File: config.mk
export PLATFORM = sky130hd
export DESIGN_NAME = cache_frontend_flat
export DESIGN_NICKNAME = d
export VERILOG_FILES = /design/src/rtl/cache_pkg.sv /design/src/rtl/cache_frontend_if.sv /design/src/rtl/req_fifo.sv /design/src/rtl/cache_frontend.sv /design/src/flat_wrapper.sv
export SDC_FILE = /design/constraint.sdc
export NUM_CORES = 1
export LEC_CHECK = 0
export ABC_AREA = 0
export CORE_UTILIZATION = 35
export DETAILED_ROUTE_END_ITERATION = 10
export DONT_BUFFER_PORTS = 1
export PLACE_DENSITY = 0.52
export SLEW_MARGIN = 10
export SYNTH_ARGS = -nofsm -noshare
export SYNTH_HDL_FRONTEND = slang
export SYNTH_SLANG_ARGS = --single-unit
File: constraint.sdc
create_clock -name clk -period 2.4 [get_ports clk]
set_input_delay 0.6 -clock clk [delete_from_list [all_inputs] [get_ports clk]]
set_output_delay 0.6 -clock clk [all_outputs]
set_load 0.01 [all_outputs]
File: src/rtl/cache_pkg.sv
// Shared definitions for the cache request front-end.
//   fe_state_e  : front-end sequencer states (IDLE, PROBE, WAIT)
//   cache_req_t : one buffered request {write, addr, wdata} at default widths
//   DEFAULT_*   : default word and address widths used by the front-end
package cache_pkg;

   localparam int DEFAULT_DATA_WIDTH = 10;
   localparam int DEFAULT_ADDR_WIDTH = 13;

   typedef enum logic [1:0] {
      IDLE  = 2'd0,
      PROBE = 2'd1,
      WAIT  = 2'd2
   } fe_state_e;

   typedef struct packed {
      logic                          write;
      logic [DEFAULT_ADDR_WIDTH-1:0] addr;
      logic [DEFAULT_DATA_WIDTH-1:0] wdata;
   } cache_req_t;

endpackage

File: src/rtl/cache_frontend_if.sv
// Bundle of every non-clock signal of the cache front-end.
//   req_*  : upstream request channel (valid/ready)
//   rsp_*  : registered one-cycle completion pulse, no backpressure
//   c_*    : level-held read/write/ready interface to the cache
//   stat_* : hit/miss statistics and clear, plus busy
// Modports: slave = the front-end itself, master = its environment
// (processor side plus cache side).
interface cache_frontend_if
   import cache_pkg::*;
#(
   parameter int DATA_WIDTH = DEFAULT_DATA_WIDTH,
   parameter int ADDR_WIDTH = DEFAULT_ADDR_WIDTH,
   parameter int CNT_WIDTH  = 16
);

   logic                  req_valid;
   logic                  req_ready;
   logic                  req_write;
   logic [ADDR_WIDTH-1:0] req_addr;
   logic [DATA_WIDTH-1:0] req_wdata;

   logic                  rsp_valid;
   logic                  rsp_write;
   logic [DATA_WIDTH-1:0] rsp_data;

   logic [ADDR_WIDTH-1:0] c_addr;
   logic                  c_read;
   logic                  c_write;
   logic [DATA_WIDTH-1:0] c_write_data;
   logic [DATA_WIDTH-1:0] c_data;
   logic                  c_ready;

   logic                  stat_clr;
   logic [CNT_WIDTH-1:0]  hit_cnt;
   logic [CNT_WIDTH-1:0]  miss_cnt;
   logic                  busy;

   modport slave (
      input  req_valid, req_write, req_addr, req_wdata,
      input  c_data, c_ready, stat_clr,
      output req_ready, rsp_valid, rsp_write, rsp_data,
      output c_addr, c_read, c_write, c_write_data,
      output hit_cnt, miss_cnt, busy
   );

   modport master (
      output req_valid, req_write, req_addr, req_wdata,
      output c_data, c_ready, stat_clr,
      input  req_ready, rsp_valid, rsp_write, rsp_data,
      input  c_addr, c_read, c_write, c_write_data,
      input  hit_cnt, miss_cnt, busy
   );

endinterface

File: src/rtl/req_fifo.sv
// Small request FIFO with a combinationally visible head entry.
//   clk, rst : clock, asynchronous active-high reset (pointers/count only)
//   push/din : write din when push and not full
//   pop      : drop the head when pop and not empty
//   head     : current oldest entry (valid while !empty)
//   count    : occupancy, $clog2(DEPTH)+1 bits; full/empty flags
// DEPTH must be a power of two so the pointers wrap naturally.
module req_fifo #(
   parameter int WIDTH = 24,
   parameter int DEPTH = 4
) (
   input  logic                       clk,
   input  logic                       rst,
   input  logic                       push,
   input  logic                       pop,
   input  logic [WIDTH-1:0]           din,
   output logic [WIDTH-1:0]           head,
   output logic [$clog2(DEPTH):0]     count,
   output logic                       full,
   output logic                       empty
);

   localparam int PW = $clog2(DEPTH);
   localparam int CW = PW + 1;

   logic [WIDTH-1:0] mem [DEPTH];
   logic [PW-1:0]    wr_ptr_reg;
   logic [PW-1:0]    rd_ptr_reg;
   logic [CW-1:0]    count_reg;
   logic             push_ok;
   logic             pop_ok;

   assign full    = (count_reg == CW'(DEPTH));
   assign empty   = (count_reg == '0);
   assign push_ok = push && !full;
   assign pop_ok  = pop && !empty;

   // Storage carries no reset; only the pointers define what is valid.
   always_ff @(posedge clk) begin
      if (push_ok) begin
         mem[wr_ptr_reg] <= din;
      end
   end

   always_ff @(posedge clk or posedge rst) begin
      if (rst) begin
         wr_ptr_reg <= '0;
         rd_ptr_reg <= '0;
         count_reg  <= '0;
      end else begin
         if (push_ok) begin
            wr_ptr_reg <= wr_ptr_reg + 1'b1;
         end
         if (pop_ok) begin
            rd_ptr_reg <= rd_ptr_reg + 1'b1;
         end
         case ({push_ok, pop_ok})
            2'b10:   count_reg <= count_reg + 1'b1;
            2'b01:   count_reg <= count_reg - 1'b1;
            default: count_reg <= count_reg;
         endcase
      end
   end

   assign head  = mem[rd_ptr_reg];
   assign count = count_reg;

endmodule

File: src/rtl/cache_frontend.sv
// Request front-end placed directly before the cache.
//   clk, rst : clock, asynchronous active-high reset
//   bus      : cache_frontend_if.slave carrying the request channel,
//              registered response pulse, cache read/write/ready port and
//              hit/miss statistics.
// Requests are buffered in req_fifo and offered to the cache one at a time.
// The cache port is held unchanged for a whole PROBE/WAIT episode and only
// moves on the edge that completes a request, so a write is seen once.
module cache_frontend
   import cache_pkg::*;
#(
   parameter int DATA_WIDTH = DEFAULT_DATA_WIDTH,
   parameter int ADDR_WIDTH = DEFAULT_ADDR_WIDTH,
   parameter int DEPTH      = 4,
   parameter int CNT_WIDTH  = 16
) (
   input  logic             clk,
   input  logic             rst,
   cache_frontend_if.slave  bus
);

   localparam int REQ_W = 1 + ADDR_WIDTH + DATA_WIDTH;
   localparam int CW    = $clog2(DEPTH) + 1;

   fe_state_e             state_reg;
   fe_state_e             state_next;

   logic [REQ_W-1:0]      fifo_din;
   logic [REQ_W-1:0]      fifo_head;
   logic [CW-1:0]         fifo_count;
   logic                  fifo_full;
   logic                  fifo_empty;
   logic                  push;
   logic                  complete;
   logic                  more_pending;

   logic                  head_write;
   logic [ADDR_WIDTH-1:0] head_addr;
   logic [DATA_WIDTH-1:0] head_wdata;

   logic                  c_read_next;
   logic                  c_write_next;
   logic [ADDR_WIDTH-1:0] c_addr_next;
   logic [DATA_WIDTH-1:0] c_wdata_next;

   logic                  hit_inc;
   logic                  miss_inc;
   logic [1:0]            stat_inc;

   logic                  rsp_valid_reg;
   logic                  rsp_write_reg;
   logic [DATA_WIDTH-1:0] rsp_data_reg;

   // ---------------- request buffer ----------------
   assign push     = bus.req_valid && !fifo_full;
   assign fifo_din = {bus.req_write, bus.req_addr, bus.req_wdata};

   req_fifo #(
      .WIDTH (REQ_W),
      .DEPTH (DEPTH)
   ) u_fifo (
      .clk   (clk),
      .rst   (rst),
      .push  (push),
      .pop   (complete),
      .din   (fifo_din),
      .head  (fifo_head),
      .count (fifo_count),
      .full  (fifo_full),
      .empty (fifo_empty)
   );

   assign head_write = fifo_head[REQ_W-1];
   assign head_addr  = fifo_head[DATA_WIDTH +: ADDR_WIDTH];
   assign head_wdata = fifo_head[DATA_WIDTH-1:0];

   // Something is still queued after this completion: either more than the
   // head is stored, or a new request lands on the same edge.
   assign more_pending = (fifo_count > CW'(1)) || push;

   // ---------------- sequencer ----------------
   always_ff @(posedge clk or posedge rst) begin
      if (rst) begin
         state_reg <= IDLE;
      end else begin
         state_reg <= state_next;
      end
   end

   always_comb begin
      state_next   = state_reg;
      complete     = 1'b0;
      hit_inc      = 1'b0;
      miss_inc     = 1'b0;
      c_read_next  = 1'b0;
      c_write_next = 1'b0;
      c_addr_next  = '0;
      c_wdata_next = '0;
      case (state_reg)
         IDLE: begin
            if (!fifo_empty) begin
               state_next = PROBE;
            end
         end
         PROBE: begin
            c_read_next  = ~head_write;
            c_write_next = head_write;
            c_addr_next  = head_addr;
            c_wdata_next = head_wdata;
            if (bus.c_ready) begin
               complete   = 1'b1;
               hit_inc    = 1'b1;
               state_next = more_pending ? PROBE : IDLE;
            end else begin
               miss_inc   = 1'b1;
               state_next = WAIT;
            end
         end
         WAIT: begin
            c_read_next  = ~head_write;
            c_write_next = head_write;
            c_addr_next  = head_addr;
            c_wdata_next = head_wdata;
            if (bus.c_ready) begin
               complete   = 1'b1;
               state_next = more_pending ? PROBE : IDLE;
            end
         end
         default: begin
            state_next = IDLE;
         end
      endcase
   end

   // ---------------- registered response ----------------
   always_ff @(posedge clk or posedge rst) begin
      if (rst) begin
         rsp_valid_reg <= 1'b0;
         rsp_write_reg <= 1'b0;
         rsp_data_reg  <= '0;
      end else begin
         rsp_valid_reg <= complete;
         if (complete) begin
            rsp_write_reg <= head_write;
            rsp_data_reg  <= head_write ? '0 : bus.c_data;
         end
      end
   end

   // ---------------- saturating statistics (index 0 = hit, 1 = miss) ----------------
   assign stat_inc = {miss_inc, hit_inc};

   generate
      for (genvar gi = 0; gi < 2; gi++) begin : g_stat
         logic [CNT_WIDTH-1:0] cnt_reg;
         // Clear has priority over a coincident increment.
         always_ff @(posedge clk or posedge rst) begin
            if (rst) begin
               cnt_reg <= '0;
            end else if (bus.stat_clr) begin
               cnt_reg <= '0;
            end else if (stat_inc[gi] && (cnt_reg != '1)) begin
               cnt_reg <= cnt_reg + 1'b1;
            end
         end
      end
   endgenerate

   // ---------------- outputs ----------------
   assign bus.req_ready    = !fifo_full;
   assign bus.rsp_valid    = rsp_valid_reg;
   assign bus.rsp_write    = rsp_write_reg;
   assign bus.rsp_data     = rsp_data_reg;
   assign bus.c_read       = c_read_next;
   assign bus.c_write      = c_write_next;
   assign bus.c_addr       = c_addr_next;
   assign bus.c_write_data = c_wdata_next;
   assign bus.hit_cnt      = g_stat[0].cnt_reg;
   assign bus.miss_cnt     = g_stat[1].cnt_reg;
   assign bus.busy         = (state_reg != IDLE) || !fifo_empty;

endmodule
File: src/flat_wrapper.sv
// flat-port wrapper written by rule: the top's interface ports become plain ports
module cache_frontend_flat import cache_pkg::*;
#(
   parameter int DATA_WIDTH = DEFAULT_DATA_WIDTH,
   parameter int ADDR_WIDTH = DEFAULT_ADDR_WIDTH,
   parameter int DEPTH      = 4,
   parameter int CNT_WIDTH  = 16
)
  (clk, rst, bus_req_valid, bus_req_write, bus_req_addr, bus_req_wdata, bus_c_data, bus_c_ready, bus_stat_clr, bus_req_ready, bus_rsp_valid, bus_rsp_write, bus_rsp_data, bus_c_addr, bus_c_read, bus_c_write, bus_c_write_data, bus_hit_cnt, bus_miss_cnt, bus_busy);
  cache_frontend_if #(.DATA_WIDTH(DATA_WIDTH), .ADDR_WIDTH(ADDR_WIDTH), .CNT_WIDTH(CNT_WIDTH)) bus_i ();
  input  logic clk;
  input  logic rst;
  input wire logic [$bits(bus_i.req_valid)-1:0] bus_req_valid;
  input wire logic [$bits(bus_i.req_write)-1:0] bus_req_write;
  input wire logic [$bits(bus_i.req_addr)-1:0] bus_req_addr;
  input wire logic [$bits(bus_i.req_wdata)-1:0] bus_req_wdata;
  input wire logic [$bits(bus_i.c_data)-1:0] bus_c_data;
  input wire logic [$bits(bus_i.c_ready)-1:0] bus_c_ready;
  input wire logic [$bits(bus_i.stat_clr)-1:0] bus_stat_clr;
  output wire logic [$bits(bus_i.req_ready)-1:0] bus_req_ready;
  output wire logic [$bits(bus_i.rsp_valid)-1:0] bus_rsp_valid;
  output wire logic [$bits(bus_i.rsp_write)-1:0] bus_rsp_write;
  output wire logic [$bits(bus_i.rsp_data)-1:0] bus_rsp_data;
  output wire logic [$bits(bus_i.c_addr)-1:0] bus_c_addr;
  output wire logic [$bits(bus_i.c_read)-1:0] bus_c_read;
  output wire logic [$bits(bus_i.c_write)-1:0] bus_c_write;
  output wire logic [$bits(bus_i.c_write_data)-1:0] bus_c_write_data;
  output wire logic [$bits(bus_i.hit_cnt)-1:0] bus_hit_cnt;
  output wire logic [$bits(bus_i.miss_cnt)-1:0] bus_miss_cnt;
  output wire logic [$bits(bus_i.busy)-1:0] bus_busy;
  assign bus_i.req_valid = bus_req_valid;
  assign bus_i.req_write = bus_req_write;
  assign bus_i.req_addr = bus_req_addr;
  assign bus_i.req_wdata = bus_req_wdata;
  assign bus_i.c_data = bus_c_data;
  assign bus_i.c_ready = bus_c_ready;
  assign bus_i.stat_clr = bus_stat_clr;
  assign bus_req_ready = bus_i.req_ready;
  assign bus_rsp_valid = bus_i.rsp_valid;
  assign bus_rsp_write = bus_i.rsp_write;
  assign bus_rsp_data = bus_i.rsp_data;
  assign bus_c_addr = bus_i.c_addr;
  assign bus_c_read = bus_i.c_read;
  assign bus_c_write = bus_i.c_write;
  assign bus_c_write_data = bus_i.c_write_data;
  assign bus_hit_cnt = bus_i.hit_cnt;
  assign bus_miss_cnt = bus_i.miss_cnt;
  assign bus_busy = bus_i.busy;
  cache_frontend #(.DATA_WIDTH(DATA_WIDTH), .ADDR_WIDTH(ADDR_WIDTH), .DEPTH(DEPTH), .CNT_WIDTH(CNT_WIDTH)) u_core (.clk(clk), .rst(rst), .bus(bus_i));
endmodule
== After elaboration in Yosys (flattened, before gate mapping) ==
Memories as Yosys holds them, arrays and structs flattened.
Cells that the tools add are included.

* Bits in registers: 53
* Bits in writable memories: 96
* Input port bits: 39
* Output and inout bits: 71
* Logic and storage cells: 66
* Memories kept: 1

{| class="wikitable"
|+ Memories
! name !! words !! bits a word !! read ports !! clocked after memory_dff !! write ports !! line !! text
|-
| u_core.u_fifo.mem || 4 || 24 || 1 || 0 || 1 || req_fifo.sv:26 || <nowiki>logic [WIDTH-1:0] mem [DEPTH];</nowiki>
|}

* Add/sub/neg operators: 6
* Order comparisons: 1
* Equality and inequality tests: 9
* Multiplexer cells: 22
* Bitwise operators: 1
* Reduce and logical (&&, ||, !) cells: 17

{| class="wikitable"
|+ Operator list
! kind !! number
|-
| 16-bit 2-to-1 mux || 4
|-
| 16-bit by 1-bit adder with 16-bit output, second input constant || 2
|-
| 16-bit inequality test, second input constant || 2
|-
| 10-bit 2-to-1 mux || 2
|-
| 13-bit 2-to-1 mux || 1
|-
| 1-bit 2-to-1 mux || 10
|-
| 2-bit nonzero test || 4
|-
| 2-bit 2-to-1 mux || 3
|-
| 2-bit one-hot mux with 3 select lines || 1
|-
| 3-bit one-hot mux with 2 select lines || 1
|-
| 1-bit logical AND || 5
|-
| 2-bit by 1-bit adder with 2-bit output, second input constant || 2
|-
| 2-bit by 1-bit equality test with 1-bit output, second input constant || 2
|-
| 2-bit equality test, second input constant || 2
|-
| 2-bit inequality test, second input constant || 2
|-
| 3-bit by 1-bit adder with 3-bit output, second input constant || 1
|-
| 3-bit equality test, second input constant || 1
|-
| 3-bit by 1-bit > comparator with 1-bit output, second input constant || 1
|-
| 3-bit zero test || 1
|-
| 3-bit by 1-bit subtractor with 3-bit output, second input constant || 1
|-
| 1-bit zero test || 2
|-
| 2-bit zero test || 1
|-
| 1-bit logical OR || 2
|-
| 2-bit AND reduction || 1
|-
| 2 further kinds || 2
|}

== Longest topological paths before layout ==
Gate-level depths: netlist (run 1).

* Depth after elaboration: 7
* Gate-level depth with buffers: 9

== Modules after synthesis ==
A second synthesis (run 1) with hierarchy kept.

* Cell total of the unflattened synthesis: 465
* Area total of the unflattened synthesis: 6632.6 um2

{| class="wikitable"
|+ By module, submodules not included
! module !! times used !! cells each !! area an instance (um2) !! seq. area each (um2)
|-
| req_fifo || 1 || 164 || 3937.5 || 3057.9
|-
| cache_frontend || 1 || 301 || 2695.1 || 1151.1
|}

== Worst setup path after synthesis (run 1) ==
Ideal clock, no wire load.

* Path kind: register to output
* From: reg u_core.u_fifo.rd_ptr_reg[0]
* To: out bus_c_addr[10]
* Arrival time: 1.541 ns
* Required time: 1.800 ns
* Setup slack: 0.259 ns
* Cell stages (with the launch flop): 5
* Buffers on the path: 2
* Cell sequence: dfrtp_1 buf_2 buf_2 mux4_2 and2_1

* Cells in the longest elaborated chain, start to end: 2

{| class="wikitable"
|+ RTL lines
! item !! line !! text
|-
| start, declared || req_fifo.sv:28 || <nowiki>logic [PW-1:0] rd_ptr_reg;</nowiki>
|-
| start signal, assigned || req_fifo.sv:55 || <nowiki>rd_ptr_reg <= rd_ptr_reg + 1'b1;</nowiki>
|-
| memory 4 x 24 bit || n/a ||
|-
| 13-bit 2-to-1 mux || cache_frontend.sv:99 || <nowiki>case (state_reg)</nowiki>
|-
| end, declared || flat_wrapper.sv:24 || <nowiki>output wire logic [$bits(bus_i.c_addr)-1:0] bus_c_addr;</nowiki>
|}

Every way passes these cells.

== Final worst setup path (run 1) ==
* From: reg u_core.u_fifo.rd_ptr_reg[0]
* To: out bus_c_addr[5]

Same word-level chain as after synthesis.

==> results of run 1 <==
[layer usage]
| metal | track usage [%] | share of wire (%) | vias to the layer above |
|---|---|---|---|
| met3 | 6.30 | 7.5 | 14 |
| met2 | 25.4 | 51 | 87 |
| met5 | 0 | 0 | - |
| li1 | - | - | 1802 |
| met1 | 16.2 | 40 | 1933 |
| met4 | 5.74 | 1.4 | 0 |
[where the power goes]
part           total [µW]  switching (µW)  internal (µW)
sequential           3600             304           3290
combinational        2970            1510           1460
clock                2620            1210           1410
[critical path, stage by stage, from the launching register on]
cell	delay, ns
dfrtp_2	0.39
buf_12	0.13
clkbuf_16	0.15
mux4_2	0.50
and2_4	0.18
[synth_stat cells (2+ instances only)]
cell,instances,area (µm²)
edfxtp_1,96,2880
clkbuf_1,14,52.6
inv_1,16,60.1
nor4_1,3,18.8
xor2_1,2,17.5
and2_1,28,175
nand2b_1,3,18.8
a31oi_1,2,12.5
nor2_1,15,56.3
and3_1,8,50.1
mux4_2,24,541
ha_1,15,188
nand2_1,38,143
mux2_2,3,33.8
o21bai_1,2,15.0
or4_1,12,90.1
or3_1,11,68.8
nor3_1,4,20.0
nand3_1,8,40.0
nor4b_1,2,17.5
o31ai_1,8,60.1
mux2i_1,4,40.0
o41ai_1,4,35.0
nor2b_1,5,31.3
buf_2,5,25.0
dfrtp_1,53,1330
xnor2_1,5,43.8
o21ai_0,26,130
nand4_1,8,50.1
a21oi_1,23,115
[per-stage QoR]
stage	utilization (%)	setup WS (ns)	TNS [ns]	cell area (µm²)
after floorplan	-	0.259	0	6500
after global placement	38.3	0.304	0	6920
after detailed placement	38.3	0.239	0	6920
after CTS	41.9	-0.0422	-0.312	7570
after global routing	42.4	-0.0352	-0.409	7670
final	42.4	0.0264	0	7670
[cells by family after synthesis]
logic type,count (synthesis)
adders and majority gates,15
DFF,149
AOI/OAI and AO/OA,72
buffers and inverters,36
muxes,31
xor gates and xnor gates,7
and+or+nand+nor,153
[cell type report]
class | count | area [µm²] | area share [%]
Timing Repair Buffer | 24 | 315 | 4.11
Clock buffer | 17 | 425 | 5.54
Sequential cell | 149 | 4210 | 54.9
Multi-Input combinational cell | 278 | 2200 | 28.7
Clock inverter | 15 | 173 | 2.25
Inverter | 16 | 60.1 | 0.783
Tap cell | 229 | 287 | 3.73
[timing repair]
item,in CTS,in global routing
setup endpoints to repair,23,19
gates resized for setup,7,25
setup buffers,3,1
hold endpoints to repair,0,0
cloned,0,1
[final timing paths]
check	end	slack, ns
worst max-delay path	bus_c_addr[5]	0.03
worst min-delay path	u_core.bus.rsp_data[8]$_DFFE_PP0P_	0.08
worst max register to register	u_core.bus.hit_cnt[13]$_DFFE_PP0P_	0.25
worst min register to register	u_core.u_fifo.count[2]$_DFFE_PP0P_	0.52
max in group asynchronous	u_core.bus.miss_cnt[2]$_DFFE_PP0P_	1.78
min in group clk	u_core.bus.hit_cnt[9]$_DFFE_PP0P_	0.23
==> flow_summary.yaml, run 1 <==
setup_path:
  critical_path_arrival_ns: 1.77
  rr_startpoint: "u_core.state_reg[1]$_DFFE_PP0P_"
  crit_fanout: 6
  startpoint: "u_core.u_fifo.rd_ptr_reg[0]$_DFFE_PP0P_"
  cp_data_required_time_ns: 1.80
  end_kind: "output port"
  crit_type: "reg -> out"
  critPathLaunchType: "register"
  reg2regPathDepth: 6
sta:
  hold_viol: 0
  slew-limit-headroom_pct: 51.6
  setup_violations: 0
  fmax_mhz: 421
  rsz0062_at_grt: "yes"
  worst_slew_pin_slew_ns: 0.718
  slew_viol_final: 0
  finClkSkew_ns: 0.0118
  period_minus_slack_ns: 2.37
  hold_ws_ns: 0.0831
  finalCritPeriodShare_pct: 98.9
pwr:
  power_uw: 9190
  power.density_nw_per_um2: 1200
  ir_worst_vdd_uv: 645
  p_leak_uw: 0.00279
placement:
  port_buffers: 0
  place.gp.congestion: 0.773
  place_inst: 691
  dp_hpwl_mm: 8.87
floorplan:
  dieArea_um2: 19100
  die_x_um: 138
  core_area_um2: 18100
  rows: 49
  initial_core_util_pct: 35.9
  ioPinCount: 110
  die_y_um: 138
finish:
  final_nets: 540
  syn_to_final_growth_pct: 18.1
  top_register: "u_core.u_fifo.mem"
  n_antenna_cell: 0
  fill_cells: 1655
  largest_reg_flops: 96
  fin_cells: 728
  layout-drive-gt1-share_pct: 22.4
  final_cell_mix: "edfxtp_1 (96), dfrtp_1 (51), nand2_1 (38)"
  layout_commonest_cell: "edfxtp_1"
route:
  drt_first_pass_iters: 7
  drc_errors: 12
  viasPerCell: 5.27
  finalWirelength_mm: 13.4
  num_vias: 3836
  wl_per_cell_um: 18.4
  final_antenna_net_count: 0
  drtIter0Drc: 143
clocking:
  cts_buffers: 17
  clockBufferDepth: 2
  cts.sinks: 149
  cts_tree: "done"
  clock_tree.root_cell: "clkbuf_16"
  insertion_delay_ns: 0.42
  path_clk_slew_ns: 0.06
  hold_buffers: 0
  cts_htree_levels: 4
status:
  status: "complete, but fails checks"
  violations: "design-rule violations"
flow_run:
  maxCapViolations: 0
logic_synthesis:
  ys_ff_latch: 149
  synth_nets: 517
  synth-main-ff-cell: "edfxtp_1"
  synth-seq-area-share_pct: 64.8
  synthMuxAreaShare_pct: 9.46
  synth-edff-count: 96
  async_reset_ff_share_pct: 35.6
  synth_top_family_by_area: "simple AND/OR/NAND/NOR gates"
  synth_compound_area_share_pct: 6.59
  avgSynthCellArea_um2: 14.0
  synth_cell_types: 46
  yosysWarningCount: 0
  yosys.area_share.simple_pct: 13.2
  post_synth_fa_ha_maj_area_fraction_pct: 2.89
  synth_xor_area_share_pct: 0.944
  synth_cells: 463
  synth_area_um2: 6500
global_route:
  grt_pass1_wl_mm: 21.5
  antenna_found_initial: 0
  overflow: 0
  grt_max_degree: 36
  grt_use_total_pct: 14.8
  grt_pass1_vias: 3960
min_path:
  min_path_type: "in -> async"
No activity file was read; power rests on OpenSTA's default activity.
==> inputs of run 2 (changes only) <==
- RECOVER_POWER: default -> 50
==> run 2 against run 1 <==
The flow still finishes with violations (design-rule violations). Sequential power hardly changed. Total power about the same. Cell area down 0.15%. Register-to-register slack about the same. Non-clock buffer count unchanged. Clock-buffer cell count unchanged. First-iteration DRC count is 7.0% lower. Utilization shrank 0.062 points. Critical path depth unchanged. Setup slack is essentially flat. Critical path type unchanged.
==> flow_summary.yaml, run 2 (synthesized netlist as in run 1, its figures left out) <==
status:
  status: "complete, but fails checks"
  violations: "design-rule violations"
finish:
  n_antenna_cell: 0
  final_cell_mix: "edfxtp_1 (96), dfrtp_1 (51), nand2_1 (38)"
  final_nets: 540
  multiInputGateArea_um2: 2200
  top_register: "u_core.u_fifo.mem"
  regArea_um2: 4210
  fill_cells: 1659
  layout-drive-gt1-share_pct: 21.8
  layout_commonest_cell: "edfxtp_1"
  design_area_um2: 7660
  syn_to_final_growth_pct: 17.9
  largest_reg_flops: 96
clocking:
  clock_tree.root_cell: "clkbuf_16"
  insertion_delay_ns: 0.42
  hold_buffers: 0
  cts.sinks: 149
  path_clk_slew_ns: 0.07
  cts_buffers: 17
  cts_tree: "done"
  cts_htree_levels: 4
  clockBufferDepth: 2
route:
  drc_errors: 12
  drt_first_pass_iters: 7
  wl_per_cell_um: 18.5
  final_antenna_net_count: 0
  finalWirelength_mm: 13.5
  num_vias: 3836
  viasPerCell: 5.27
  drtIter0Drc: 133
sta:
  finalCritPeriodShare_pct: 98.9
  fmax_mhz: 421
  rsz0062_at_grt: "yes"
  setup_violations: 0
  hold_viol: 0
  period_minus_slack_ns: 2.37
  finClkSkew_ns: 0.0117
  slew_viol_final: 0
  slew-limit-headroom_pct: 18.1
  worst_slew_pin_slew_ns: 1.23
floorplan:
  die_y_um: 138
  initial_core_util_pct: 35.9
  dieArea_um2: 19100
  rows: 49
  ioPinCount: 110
  core_area_um2: 18100
  die_x_um: 138
global_route:
  grt_pass1_vias: 3960
  grt_use_total_pct: 14.8
  overflow: 0
  antenna_found_initial: 0
  grt_pass1_wl_mm: 21.5
  grt_max_degree: 36
placement:
  place_area_um2: 6920
  dp_hpwl_mm: 8.87
  port_buffers: 0
  place.gp.congestion: 0.773
setup_path:
  cp_slowest_cell: "mux4_2"
  startpoint: "u_core.u_fifo.rd_ptr_reg[0]$_DFFE_PP0P_"
  reg2reg_to: "u_core.bus.hit_cnt[13]$_DFFE_PP0P_"
  worstPathCellList: "buf_12 -> clkbuf_16 -> mux4_2 -> and2_4"
  rr_startpoint: "u_core.state_reg[1]$_DFFE_PP0P_"
  cpPeakStageDelay_ns: 0.50
  cp_data_required_time_ns: 1.80
  end_kind: "output port"
  critical_path_arrival_ns: 1.77
  reg2regPathDepth: 6
  crit_fanout: 6
  ff2ff_setup_slack_ns: 0.25
  crit_type: "reg -> out"
  critPathLaunchType: "register"
pwr:
  ir_worst_vdd_uv: 645
  p_int_uw: 6160
  seq_power_share_pct: 39.2
  power_uw: 9180
  p_sw_uw: 3030
  clkPwrFrac_pct: 28.5
  p_leak_uw: 0.00279
  power.density_nw_per_um2: 1200
  power_frac_comb_pct: 32.3
  sw_frac_of_total_pct: 32.9
flow_run:
  maxCapViolations: 0
min_path:
  min_path_type: "in -> async"
-- run 2: stage by stage --
step                cells  util [%]  setup TNS [ns]  setup slack [ns]  hold WS (ns)
floorplan             463         -               0             0.259         0.484
global placement      691      38.3               0             0.304         0.505
detailed placement    691      38.3               0             0.239         0.510
CTS                   726      41.9          -0.312           -0.0422        0.0816
global route          728      42.4          -0.409           -0.0352         0.207
finish                728      42.4               0            0.0263         0.228
-- run 2: how the worst max path moves through the flow --
stage / end / slack [ns] / cells past startpoint
2_1_floorplan: bus_c_addr[10] / 0.26 / 4
3_3_place_gp: u_core.bus.hit_cnt[15]$_DFFE_PP0P_ / 0.30 / 6
3_5_place_dp: u_core.bus.hit_cnt[13]$_DFFE_PP0P_ / 0.24 / 6
4_1_cts: bus_c_write_data[4] / -0.04 / 4
5_1_grt: bus_c_addr[6] / -0.04 / 4
6_report: bus_c_addr[5] / 0.03 / 4
-- run 2: final cells by class --
class | instances | area share (%)
repair buffers | 24 | 3.97
multi-input cells | 278 | 28.7
flip-flops and latches | 149 | 55.0
inverters | 16 | 0.784
clock buffers | 17 | 5.55
well taps | 229 | 3.74
clock inverters | 15 | 2.25
-- run 2: worst max-delay path: cells and delay by family, from the launching register on --
family	cells	cell delay [ns]
and+or+nand+nor	1	0.18
muxes	1	0.50
DFF	1	0.39
buffers and inverters	2	0.28
-- run 2: power by group through the flow --
stage	registers (µW)	clock network, µW	logic [µW]
finish	3600	2620	2970
global route	3650	2810	3280
CTS	3600	2710	2710
detailed placement	3680	0	2540
global placement	3660	0	2500
floorplan	3550	0	1860
-- run 2: what timing repair did --
item | in CTS | in global routing
gates resized for setup | 7 | 25
gates cloned | 0 | 1
buffers inserted | 3 | 1
setup endpoints to repair | 23 | 19
-- run 2: per-layer routing --
metal | vias up | share of wire [%] | wire length [µm] | GRT usage [%]
met5 | - | 0 | 0 | 0
li1 | 1802 | - | - | -
met3 | 14 | 8.2 | 1100 | 6.30
met1 | 1924 | 39 | 5270 | 16.2
met2 | 96 | 51 | 6880 | 25.4
met4 | 0 | 1.5 | 196 | 5.74
==> inputs of run 3 (changes only) <==
- SETUP_SLACK_MARGIN: default -> 0.1
- clock period: 2.4 -> 2.8 ns (I/O delays scaled with it)
==> run 3 against run 2 <==
Clock skew decreased by 0.0013 ns. Highest routed layer unchanged. Register-to-register slack improved by 0.35 ns. Cell area fell by 3.2%. Non-clock buffer count shrank 6. The flow still finishes with violations (design-rule violations). Flip-flop and latch count unchanged. Critical path depth is 2 lower.
==> flow_summary.yaml, run 3 (synthesized netlist as in run 1, its figures left out) <==
clocking:
  path_clk_slew_ns: 0.07
  cts_tree: "done"
  hold_buffers: 0
  insertion_delay_ns: 0.42
  cts_buffers: 17
  cts_htree_levels: 4
  clockBufferDepth: 2
  clock_tree.root_cell: "clkbuf_16"
  cts.sinks: 149
finish:
  layout_commonest_cell: "edfxtp_1"
  largest_reg_flops: 96
  n_antenna_cell: 0
  design_area_um2: 7420
  layout-drive-gt1-share_pct: 16.2
  syn_to_final_growth_pct: 14.2
  final_cell_mix: "edfxtp_1 (96), dfrtp_1 (52), nand2_1 (38)"
  fill_cells: 1638
  final_nets: 534
  top_register: "u_core.u_fifo.mem"
min_path:
  whs_path_depth: 1
  hp-start: "bus_stat_clr"
  min_path_type: "in -> reg"
  hold_path_end: "u_core.bus.hit_cnt[9]$_DFFE_PP0P_"
global_route:
  antenna_found_initial: 0
  grt_max_degree: 36
  grt_use_total_pct: 14.8
  grt_pass1_vias: 4104
  overflow: 0
  grt_pass1_wl_mm: 21.6
setup_path:
  worstPathCellList: "mux4_2 -> nor2b_1"
  critical_path_arrival_ns: 1.89
  crit_fanout: 13
  rr_startpoint: "u_core.state_reg[0]$_DFFE_PP0P_"
  reg2regPathDepth: 9
  critPathLaunchType: "register"
  cp_slowest_cell: "dfrtp_1"
  crit_type: "reg -> out"
  cp_data_required_time_ns: 2.10
  reg2reg_to: "u_core.u_fifo.count[2]$_DFFE_PP0P_"
  cpPeakStageDelay_ns: 0.69
  ff2ff_setup_slack_ns: 0.60
  end_kind: "output port"
sta:
  fin_tns_setup_ns: 0
  finalCritPeriodShare_pct: 92.3
  slew_viol_final: 0
  period_minus_slack_ns: 2.59
  fmax_mhz: 387
  hold_ws_ns: 0.337
  hold_viol: 0
  worst_slew_pin_slew_ns: 1.22
  setup_violations: 0
  slew-limit-headroom_pct: 18.4
  rsz0062_at_grt: "no"
  finClkSkew_ns: 0.0104
route:
  wl_per_cell_um: 18.6
  drt_first_pass_iters: 7
  drtIter0Drc: 163
  viasPerCell: 5.34
  num_vias: 3854
  final_antenna_net_count: 0
  drc_errors: 12
  finalWirelength_mm: 13.4
floorplan:
  core_area_um2: 18100
  die_y_um: 138
  dieArea_um2: 19100
  ioPinCount: 110
  die_x_um: 138
  initial_core_util_pct: 35.9
  rows: 49
status:
  status: "complete, but fails checks"
  violations: "design-rule violations"
pwr:
  power.density_nw_per_um2: 992
  ir_worst_vdd_uv: 589
  p_leak_uw: 0.00267
placement:
  place_area_um2: 6830
  dp_hpwl_mm: 8.72
  place.gp.congestion: 0.782
  port_buffers: 0
flow_run:
  maxCapViolations: 0
## run 3: cell types whose count changed in the layout (fill, tap and decap cells not counted), sizes merged
cell	delta
inv	-1
dlymetal6s4s	-1
buf	-5
clkinv	+1
## run 3: worst max path at each step
stage	startpoint	endpoint	slack, ns	cells past startpoint
finish	u_core.u_fifo.rd_ptr_reg[1]$_DFFE_PP0P_	bus_c_read	0.21	2
global route	u_core.u_fifo.rd_ptr_reg[1]$_DFFE_PP0P_	bus_c_read	0.12	2
CTS	u_core.u_fifo.rd_ptr_reg[0]$_DFFE_PP0P_	bus_c_addr[8]	0.13	3
detailed placement	u_core.u_fifo.rd_ptr_reg[0]$_DFFE_PP0P_	bus_c_addr[12]	0.55	3
global placement	u_core.u_fifo.rd_ptr_reg[0]$_DFFE_PP0P_	bus_c_addr[12]	0.54	3
floorplan	u_core.u_fifo.rd_ptr_reg[0]$_DFFE_PP0P_	bus_c_addr[10]	0.56	4
## run 3: critical path: cells and delay by family, from the launching register on
kind | cells | cell delay, ns
flops | 1 | 0.69
simple gates | 1 | 0.26
mux | 1 | 0.52
## run 3: repair_timing
item,4_1_cts,5_1_grt
endpoints found under the setup margin,5,4
resized for setup,1,0
pin swaps,0,0
buffers inserted,0,5
## run 3: stage by stage
stage / cells / total power, µW / worst slack [ns] / util (%)
after floorplan: 463 / 4640 / 0.559 / -
after global placement: 685 / 5210 / 0.539 / 37.7
after detailed placement: 685 / 5260 / 0.545 / 37.7
after CTS: 717 / 7450 / 0.128 / 40.9
after global routing: 722 / 7800 / 0.115 / 41.0
final: 722 / 7360 / 0.215 / 41.0
## run 3: per-layer routing
metal	global-route usage [%]	vias to the layer above	part of all wire, %
met5	0	-	0
met3	6.58	7	8.0
met4	5.14	0	0.86
met1	16.2	1965	40
li1	-	1789	-
met2	25.6	93	51
## run 3: area by class of cell
type / count / area (µm²) / share of cell area [%]
flip-flops and latches: 149 / 4210 / 56.8
multi-input cells: 278 / 2150 / 28.9
clock buffers: 17 / 425 / 5.73
well taps: 229 / 287 / 3.86
repair buffers: 18 / 153 / 2.06
clock inverters: 15 / 134 / 1.80
inverters: 16 / 60.1 / 0.810
## run 3: report_power, final
group	internal [µW]	leakage (µW)	switching, µW
combinational	903	0.000800	1170
clock	1170	0.000280	985
sequential	2830	0.00159	297
total	4900	0.00267	2460
